## config.mk

```make
export PLATFORM = sky130hd
export DESIGN_NAME = sipo_deserializer_flat
export DESIGN_NICKNAME = d
export VERILOG_FILES = /design/src/rtl/usr_pkg.sv /design/src/rtl/sipo_deserializer_if.sv /design/src/rtl/sipo_shift_core.sv /design/src/rtl/sipo_deserializer.sv /design/src/flat_wrapper.sv
export SDC_FILE = /design/constraint.sdc
export NUM_CORES = 1
export LEC_CHECK = 0
export ABC_AREA = 0
export BUFFER_PORTS_ARGS = -buffer_cell sky130_fd_sc_hd__buf_2
export CORE_UTILIZATION = 47
export DETAILED_ROUTE_END_ITERATION = 6
export PLACE_DENSITY = 0.78
export SYNTH_ARGS = -nofsm -noshare
export SYNTH_HDL_FRONTEND = slang
export SYNTH_HIERARCHICAL = 1
export SYNTH_SLANG_ARGS = --single-unit
```

## constraint.sdc

```tcl
create_clock -name clock -period 1.4 [get_ports clock]
set_input_delay 0.07 -clock clock [delete_from_list [all_inputs] [get_ports clock]]
set_output_delay 0.07 -clock clock [all_outputs]
set_load 0.03 [all_outputs]
```

## src/rtl/usr_pkg.sv

```systemverilog
`default_nettype none
// ============================================================================
// Module   : usr_pkg
// Brief    : Shared types and bit-order constants for the universal shift
//            register and its serial receive end (sipo_deserializer).
// Revision : 1.0 - initial release
// ============================================================================
package usr_pkg;

    typedef enum logic [0:0] {
        IDLE  = 1'b0,
        SHIFT = 1'b1
    } state_t;

    localparam logic DIR_MSB_FIRST = 1'b0;
    localparam logic DIR_LSB_FIRST = 1'b1;

    typedef enum logic [1:0] {
        OP_HOLD = 2'd0,
        OP_LOAD = 2'd1,
        OP_SHL  = 2'd2,
        OP_SHR  = 2'd3
    } shift_op_t;

endpackage : usr_pkg
`default_nettype wire

```

## src/rtl/sipo_deserializer_if.sv

```systemverilog
`default_nettype none
// ============================================================================
// Module   : sipo_deserializer_if
// Brief    : Serial link input and parallel word output of the deserializer.
// Revision : 1.0 - initial release
// ============================================================================
interface sipo_deserializer_if #(
    parameter int WIDTH = 4
);
    logic             SIN;
    logic             SVALID;
    logic             SOF;
    logic             DIR;
    logic [WIDTH-1:0] DATAOUT;
    logic             DVALID;
    logic             BUSY;
    logic             ERR;

    modport master (
        output SIN, SVALID, SOF, DIR,
        input  DATAOUT, DVALID, BUSY, ERR
    );

    modport slave (
        input  SIN, SVALID, SOF, DIR,
        output DATAOUT, DVALID, BUSY, ERR
    );
endinterface : sipo_deserializer_if
`default_nettype wire

```

## src/rtl/sipo_shift_core.sv

```systemverilog
`default_nettype none
// ============================================================================
// Module   : sipo_shift_core
// Brief    : WIDTH-bit shift register with hold / load-first / left / right.
// Revision : 1.0 - initial release
// ============================================================================
module sipo_shift_core
    import usr_pkg::*;
#(
    parameter int WIDTH = 4
) (
    input  wire logic             clk,
    input  wire logic             rst,
    input  shift_op_t             i_op,
    input  wire logic             i_din,
    input  wire logic             i_dir,
    output logic [WIDTH-1:0]      o_next
);

    logic [WIDTH-1:0] r_q;

    // o_next exposes the post-edge value so the word can be captured on the last bit
    always_comb begin
        o_next = r_q;
        case (i_op)
            OP_LOAD: o_next = (i_dir == DIR_LSB_FIRST) ? {i_din, {(WIDTH-1){1'b0}}}
                                                       : {{(WIDTH-1){1'b0}}, i_din};
            OP_SHL:  o_next = {r_q[WIDTH-2:0], i_din};
            OP_SHR:  o_next = {i_din, r_q[WIDTH-1:1]};
            default: o_next = r_q;
        endcase
    end

    always_ff @(posedge clk) begin
        if (rst) begin
            r_q <= '0;
        end else begin
            r_q <= o_next;
        end
    end

endmodule : sipo_shift_core
`default_nettype wire

```

## src/rtl/sipo_deserializer.sv

```systemverilog
`default_nettype none
// ============================================================================
// Module   : sipo_deserializer
// Brief    : Framed serial-in, parallel-out receiver with selectable bit order.
// Revision : 1.0 - initial release
// ============================================================================
module sipo_deserializer
    import usr_pkg::*;
#(
    parameter int WIDTH = 4,
    parameter int CNTW  = $clog2(WIDTH)
) (
    input  wire logic          clock,
    input  wire logic          reset,
    sipo_deserializer_if.slave bus
);

    localparam logic [CNTW-1:0] c_LAST = CNTW'(WIDTH - 1);
    localparam logic [CNTW-1:0] c_ONE  = CNTW'(1);

    state_t            r_state;
    state_t            w_state_next;
    logic [CNTW-1:0]   r_count;
    logic [CNTW-1:0]   w_count_next;
    logic              r_dir;
    logic              w_dir_next;
    logic [WIDTH-1:0]  r_dataout;
    logic              r_dvalid;
    logic              r_err;
    logic              w_dvalid_next;
    logic              w_err_next;
    logic              w_complete;
    shift_op_t         w_op;
    logic [WIDTH-1:0]  w_shift_next;

    sipo_shift_core #(
        .WIDTH (WIDTH)
    ) u_core (
        .clk    (clock),
        .rst    (reset),
        .i_op   (w_op),
        .i_din  (bus.SIN),
        .i_dir  (bus.DIR),
        .o_next (w_shift_next)
    );

    always_comb begin
        w_state_next  = r_state;
        w_count_next  = r_count;
        w_dir_next    = r_dir;
        w_op          = OP_HOLD;
        w_dvalid_next = 1'b0;
        w_err_next    = 1'b0;
        w_complete    = 1'b0;
        case (r_state)
            IDLE: begin
                if (bus.SVALID && bus.SOF) begin
                    w_op         = OP_LOAD;
                    w_dir_next   = bus.DIR;
                    w_count_next = c_ONE;
                    w_state_next = SHIFT;
                end
            end
            SHIFT: begin
                if (bus.SVALID && bus.SOF) begin
                    // Premature start: drop the partial word and restart on this bit
                    w_err_next   = 1'b1;
                    w_op         = OP_LOAD;
                    w_dir_next   = bus.DIR;
                    w_count_next = c_ONE;
                end else if (bus.SVALID) begin
                    w_op = (r_dir == DIR_LSB_FIRST) ? OP_SHR : OP_SHL;
                    if (r_count == c_LAST) begin
                        w_complete    = 1'b1;
                        w_dvalid_next = 1'b1;
                        w_count_next  = '0;
                        w_state_next  = IDLE;
                    end else begin
                        w_count_next = r_count + c_ONE;
                    end
                end
            end
            default: w_state_next = IDLE;
        endcase
    end

    always_ff @(posedge clock) begin
        if (reset) begin
            r_state   <= IDLE;
            r_count   <= '0;
            r_dir     <= DIR_MSB_FIRST;
            r_dataout <= '0;
            r_dvalid  <= 1'b0;
            r_err     <= 1'b0;
        end else begin
            r_state  <= w_state_next;
            r_count  <= w_count_next;
            r_dir    <= w_dir_next;
            r_dvalid <= w_dvalid_next;
            r_err    <= w_err_next;
            if (w_complete) begin
                r_dataout <= w_shift_next;
            end
        end
    end

    assign bus.DATAOUT = r_dataout;
    assign bus.DVALID  = r_dvalid;
    assign bus.ERR     = r_err;
    assign bus.BUSY    = (r_state == SHIFT);

endmodule : sipo_deserializer
`default_nettype wire

```

## src/flat_wrapper.sv

```systemverilog
// flat-port wrapper written by rule: the top's interface ports become plain ports
module sipo_deserializer_flat import usr_pkg::*;
#(
    parameter int WIDTH = 4,
    parameter int CNTW  = $clog2(WIDTH)
)
  (clock, reset, bus_SIN, bus_SVALID, bus_SOF, bus_DIR, bus_DATAOUT, bus_DVALID, bus_BUSY, bus_ERR);
  sipo_deserializer_if #(.WIDTH(WIDTH)) bus_i ();
  input  wire logic clock;
  input  wire logic reset;
  input wire logic [$bits(bus_i.SIN)-1:0] bus_SIN;
  input wire logic [$bits(bus_i.SVALID)-1:0] bus_SVALID;
  input wire logic [$bits(bus_i.SOF)-1:0] bus_SOF;
  input wire logic [$bits(bus_i.DIR)-1:0] bus_DIR;
  output wire logic [$bits(bus_i.DATAOUT)-1:0] bus_DATAOUT;
  output wire logic [$bits(bus_i.DVALID)-1:0] bus_DVALID;
  output wire logic [$bits(bus_i.BUSY)-1:0] bus_BUSY;
  output wire logic [$bits(bus_i.ERR)-1:0] bus_ERR;
  assign bus_i.SIN = bus_SIN;
  assign bus_i.SVALID = bus_SVALID;
  assign bus_i.SOF = bus_SOF;
  assign bus_i.DIR = bus_DIR;
  assign bus_DATAOUT = bus_i.DATAOUT;
  assign bus_DVALID = bus_i.DVALID;
  assign bus_BUSY = bus_i.BUSY;
  assign bus_ERR = bus_i.ERR;
  sipo_deserializer #(.WIDTH(WIDTH), .CNTW(CNTW)) u_core (.clock(clock), .reset(reset), .bus(bus_i));
endmodule
```

==> results of run 1 <==
## registers in the layout (all words and copies together) (netlist names)
signal	flops
u_core/r_count	2
u_core/bus.BUSY	1
u_core/bus.DATAOUT	4
u_core/bus.DVALID	1
u_core/u_core/r_q	4
u_core/r_dir	1
u_core/bus.ERR	1
## critical path, cell delays in order, from the launching register on
cell and delay (ns):
dfxtp_4 0.37, buf_6 0.10, nand2_4 0.05, nor2_4 0.13, mux4_2 0.52, nand2b_1 0.09
mux2i_1 0.06
## logic make-up after synthesis
group | Yosys count
buf+inv | 6
fa+ha+maj | 1
simple gates | 29
flops | 14
mux | 7
compound gates | 14
## worst min-delay path by stage
stage	startpoint	to	slack, ns	depth (start not counted)
global route	bus_DIR	u_core/r_dir	0.07	3
floorplan	reset	u_core/u_core/r_q[2]	0.13	1
detailed placement	bus_DIR	u_core/r_dir	0.36	3
global placement	bus_DIR	u_core/r_dir	0.36	3
CTS	bus_DIR	u_core/r_dir	0.05	3
finish	bus_DIR	u_core/r_dir	0.06	3
## stage by stage
| step | cell area, µm² | total power [W] | setup TNS [ns] |
|---|---|---|---|
| floorplan | 743 | 0.000494 | -0.280 |
| detailed placement | 815 | 0.000521 | -1.11 |
| finish | 900 | 0.000826 | -0.0599 |
| global placement | 815 | 0.000520 | -0.737 |
| CTS | 880 | 0.000828 | -0.0400 |
| global route | 900 | 0.000859 | -0.278 |
## routing by layer
layer,vias up,GRT usage,part of all wire
li1,285,-,-
met5,-,0,0
met4,0,0.0774,0.013
met3,2,0.0391,0.027
met1,259,0.191,0.49
met2,7,0.294,0.47
## final cells by class
| class | count | share of cell area |
|---|---|---|
| clock buffers | 4 | 0.0403 |
| flip-flops and latches | 14 | 0.317 |
| repair buffers | 20 | 0.138 |
| well taps | 15 | 0.0209 |
| multi-input cells | 51 | 0.484 |
## cell usage in the layout, fill, tap and decap left out, drive strengths merged, types with 3 or more instances in the layout
cell type,netlist,layout
buf,5,20
dfxtp,14,14
nand2b,10,10
nor2b,6,6
mux2i,4,4
clkbuf,1,4
a21oi,4,4
nand2,4,4
a21bo,3,3
nor2,3,3
## timing repair
action                     CTS  global route
setup buffers                1             0
cloned                       0             0
gates resized for setup      5             6
pin swaps                    1             0
hold buffers                 0             0
setup endpoints to repair    8             7
## power by group
part           total (W)  leakage [nW]  internal [W]  switching, W
sequential      0.000414         0.115      0.000407    0.00000703
combinational   0.000114         0.242     0.0000581     0.0000562
clock           0.000297        0.0210      0.000158      0.000139
total           0.000826         0.377      0.000624      0.000202
==> impl_metrics.csv, run 1 <==
group,metric,value,unit
status,status,"complete, but fails checks",
status,violations,"setup timing",
synth,synth_cell_types,27,
cells_and_area,fillers,118,
grt,grt_use_total,0.168,
critical_path,rr_worst_depth,6,
cells_and_area,antenna-diode-count,0,
critical_path,r2r_start,"u_core/bus.BUSY",
critical_path,r2r_slack,-0.03,ns
synth,synth_top_family_by_area,"simple AND/OR/NAND/NOR gates",
pwr,power.density,918,nW/µm²
detailed_routing,drc_errors,0,
synth,synth_area_leader_cell,"dfxtp_1",
timing,fin_crit_sh,1.02,
critical_path,reg2reg_to,"u_core/bus.DATAOUT[0]",
detailed_routing,via_count,553,
cells_and_area,drive_gt1_frac,0.438,
cts,cts-buffers-inserted,3,
timing,max_freq,698,MHz
synth,synth.area.top_cells,"dfxtp_1 (38%), nand2b_1 (8.6%), buf_6 (7.7%)",
cts,cts.sinks,14,
cts,clock_path_buffers,2,
cells_and_area,fin_nets,97,
critical_path,startpoint,"u_core/bus.BUSY",
synth,yosysTopAreaCellShare,0.384,
critical_path,crit_path_end_kind,"flop",
floorplan,start_util,0.535,
cells_and_area,multiInputGateArea,435,µm²
synth,synth.area.mux_share,0.122,
critical_path,cp-endpoint,"u_core/bus.DATAOUT[0]",
synth,synth_compound_area_frac,0.144,
detailed_routing,dr.first_iter.drc_count,6,
synth,syn_inst,71,
cells_and_area,syn2layout_area_growth,23.1,%
synth,synthFlopType,"dfxtp_1",
cts,clock_latency,0.28,ns
grt,grt_max_degree,20,
cts,htree_levels,1,
cells_and_area,finalNonFillerCells,104,
timing,setup_viol,2,
cts,path_clk_slew,0.09,ns
synth,synth_nets,78,
detailed_routing,wl_per_cell,12.3,µm
cells_and_area,post-route-util,0.658,
detailed_routing,drt_wl_total,1280,µm
critical_path,crit_fanout,4,
synth,seq_area_frac_synth,0.384,
cts,cts_tree,"built",
placement,dp_hpwl,893,µm
synth,syn_area,731,µm²
grt,grt_pass1_wl,2200,µm
placement,port_buffers,12,
floorplan,ios,13,
synth,synthXorXnorAreaFrac,0,
job,maxCapViolations,0,
timing,rsz0062_at_grt,"true",
critical_path,worstSetupPathType,"reg2reg",
timing,slew-limit-headroom,0.786,
synth,synthAdderAreaFrac,0.0171,
placement,pre_cts_ws,-0.191,ns
floorplan,die-area,1720,µm²
timing,worst_pin_slew,0.321,ns
floorplan,row_count,13,
hold_path,holdCritPathClass,"in2reg",
timing,skew,0.00399,ns
synth,synth_edf_count,0,
cts,clock-root-buffer,"clkbuf_4",
synth,synth_simple_gate_area_frac,0.252,
synth,ys_warn_count,6,
synth,ys_seq_elements,14,
pwr,peakVddDrop,0.000695,V
critical_path,critPathLaunchType,"flop",
grt,antenna_found_initial,0,
synth,yosysMostFrequentCell,"dfxtp_1",
synth,synthArstFlopShare,0,
grt,grt_pass1_vias,539,
detailed_routing,post_drt_via_cell_ratio,5.32,
detailed_routing,postRouteAntennaNets,0,
timing,finalHoldViolations,0,
synth,avgSynthCellArea,10.3,µm²
critical_path,crit_required,1.57,ns
placement,dpl.cell_count,99,
synth,synthTopCellsByCount,"dfxtp_1 (14), nand2b_1 (10), buf_6 (5), nor2b_1 (5)",
timing,slew_violations,0,
timing,finalWorstSetupSlack,-0.0336,ns
grt,overflow,0,
placement,place_congestion,0.708,
pwr,leakagePower,0.377,nW
timing,holdWs,0.0647,ns
floorplan,core,1370,µm²
cells_and_area,seq_area,285,µm²
detailed_routing,detailedRoute.firstPassIterationCount,3,
critical_path,cp.arrival,1.60,ns
floorplan,fp.dieW,41.4,µm
timing,period_minus_slack,1.43,ns
floorplan,die_h,41.4,µm
No activity file was read; power rests on OpenSTA's default activity.
==> run 2, diff against run 1 <==
--- a/config.mk
+++ b/config.mk
@@ -10,6 +10,7 @@
 export CORE_UTILIZATION = 47
 export DETAILED_ROUTE_END_ITERATION = 6
 export PLACE_DENSITY = 0.78
+export REMOVE_ABC_BUFFERS = 1
 export SYNTH_ARGS = -nofsm -noshare
 export SYNTH_HDL_FRONTEND = slang
 export SYNTH_HIERARCHICAL = 1
==> constraint.sdc (replaced) <==
create_clock -name clock -period 1.15 [get_ports clock]
set_input_delay 0.0575 -clock clock [delete_from_list [all_inputs] [get_ports clock]]
set_output_delay 0.0575 -clock clock [all_outputs]
set_load 0.03 [all_outputs]
==> run 2 against run 1 <==
The run still ends with setup timing left; non-clock buffer count is 7 higher; maximum frequency fell by 2.5%; via count grew 6.1%; sequential cell count is the same; power rose by 22%; largest power group unchanged; largest cell class unchanged; final area up 5.3%; routed wire length increased by 16%; die area is the same; sequential share of layout area down 1.9 points; global-route usage is 3.1 points higher; clock skew decreased by 0.0024 ns; worst hold slack improved by 0.0016 ns.
==> impl_metrics.csv, run 2 (synthesis results as in run 1) <==
group,metric,value,unit
status,status,"complete, but fails checks",
status,violations,"setup timing",
critical_path,crit_required,1.33,ns
floorplan,fp.dieW,41.4,µm
detailed_routing,dr.first_iter.drc_count,15,
critical_path,slowest_delay,0.35,ns
placement,pre_cts_ws,-0.386,ns
critical_path,worstSetupPathType,"reg2reg",
timing,skew,0.00157,ns
cts,cts_tree,"built",
floorplan,start_util,0.535,
cells_and_area,fin_nets,104,
cells_and_area,drive_gt1_frac,0.469,
timing,slew_violations,0,
detailed_routing,drc_errors,0,
critical_path,crit_fanout,8,
detailed_routing,detailedRoute.firstPassIterationCount,4,
cts,path_clk_slew,0.08,ns
pwr,p_int,0.000771,W
pwr,power.density,1070,nW/µm²
grt,grt_pass1_wl,2570,µm
pwr,netSwitchingPower,0.000239,W
placement,port_buffers,12,
hold_path,min-delay-start,"bus_DIR",
pwr,finalPower,0.00101,W
floorplan,core,1370,µm²
grt,antenna_found_initial,0,
timing,max_freq,680,MHz
critical_path,cp_slowest_cell,"dfxtp_2",
cells_and_area,antenna-diode-count,0,
timing,finalHoldViolations,0,
timing,finalWorstSetupSlack,-0.321,ns
critical_path,critPathLaunchType,"flop",
floorplan,row_count,13,
cts,htree_levels,1,
grt,overflow,0,
job,maxCapViolations,0,
floorplan,ios,13,
detailed_routing,postRouteAntennaNets,0,
timing,slew-limit-headroom,0.776,
pwr,peakVddDrop,0.000775,V
pwr,leakagePower,0.407,nW
critical_path,path_cells,"a21oi_2 -> nor2b_1 -> buf_4 -> mux2_4 -> a22o_1 -> nand2b_1 -> mux2i_1",
critical_path,r2r_start,"u_core/bus.BUSY",
timing,fin_setup_tns,-1.90,ns
floorplan,die-area,1720,µm²
pwr,power_frac_seq,0.500,
grt,grt_use_total,0.199,
floorplan,die_h,41.4,µm
grt,grt_pass1_vias,598,
cts,clock_path_buffers,2,
cells_and_area,post-route-util,0.693,
detailed_routing,wl_per_cell,13.4,µm
cells_and_area,final_cell_mix,"buf_4 (12), dfxtp_1 (12), buf_2 (11)",
pwr,swShare,0.236,
cts,clock-root-buffer,"clkbuf_4",
cells_and_area,syn2layout_area_growth,29.6,%
timing,fin_crit_sh,1.28,
detailed_routing,via_count,587,
placement,place_congestion,0.836,
pwr,clockPowerShare,0.348,
detailed_routing,drt_wl_total,1480,µm
cts,clock_latency,0.28,ns
timing,rsz0062_at_grt,"true",
critical_path,crit_path_end_kind,"flop",
cts,cts-buffers-inserted,3,
pwr,p_comb_frac,0.152,
placement,dp_hpwl,999,µm
critical_path,cp.arrival,1.65,ns
detailed_routing,post_drt_via_cell_ratio,5.29,
critical_path,startpoint,"u_core/bus.BUSY",
cts,holdBufCountCts,0,
grt,grt_max_degree,20,
timing,worst_pin_slew,0.336,ns
timing,period_minus_slack,1.47,ns
cts,cts.sinks,14,
timing,setup_viol,8,
hold_path,holdCritPathClass,"in2reg",
==> run 2: cell type report <==
type	count	area, µm²
well taps	15	18.8
flip-flops and latches	14	283
fillers	109	419
clock buffers	4	36.3
repair buffers	27	190
multi-input cells	51	419
==> run 2: final timing paths <==
| kind | slack (ns) | to | depth (start not counted) |
|---|---|---|---|
| worst max-delay path | -0.32 | u_core/bus.DATAOUT[2] | 7 |
| worst min-delay path | 0.07 | u_core/r_dir | 3 |
| worst max register to register | -0.32 | u_core/bus.DATAOUT[2] | 7 |
| worst min register to register | 0.48 | u_core/bus.DATAOUT[2] | 2 |
==> run 2: critical path: cells and delay by family (launching register included) <==
family	cells	cell delay [ns]
flops	1	0.35
compound gates	2	0.29
buf+inv	1	0.17
simple gates	2	0.20
mux	2	0.36
==> run 2: per-layer routing <==
layer / part of all wire / global-route usage
met1: 0.47 / 0.229
met2: 0.48 / 0.309
met3: 0.038 / 0.0870
met4: 0.013 / 0.103
met5: 0 / 0
==> run 2: stage by stage <==
stage               std cells  hold WS [ns]  cell area [µm²]
global route              111        0.0763              947
global placement          104         0.344              840
floorplan                  65         0.122              671
CTS                       110        0.0565              915
detailed placement        104         0.360              840
finish                    111        0.0663              947
==> run 2: power by group through the flow <==
stage / clock [W] / sequential [W] / combinational (W)
after floorplan: 0 / 0.000520 / 0.0000561
after global placement: 0 / 0.000514 / 0.000121
after detailed placement: 0 / 0.000515 / 0.000124
after CTS: 0.000366 / 0.000505 / 0.000136
after global routing: 0.000389 / 0.000507 / 0.000167
final: 0.000352 / 0.000505 / 0.000153
==> run 2: timing repair <==
item	in CTS	in global routing
setup endpoints to repair	8	11
gates resized for setup	9	8
buffers inserted	2	2
pin swaps	2	0
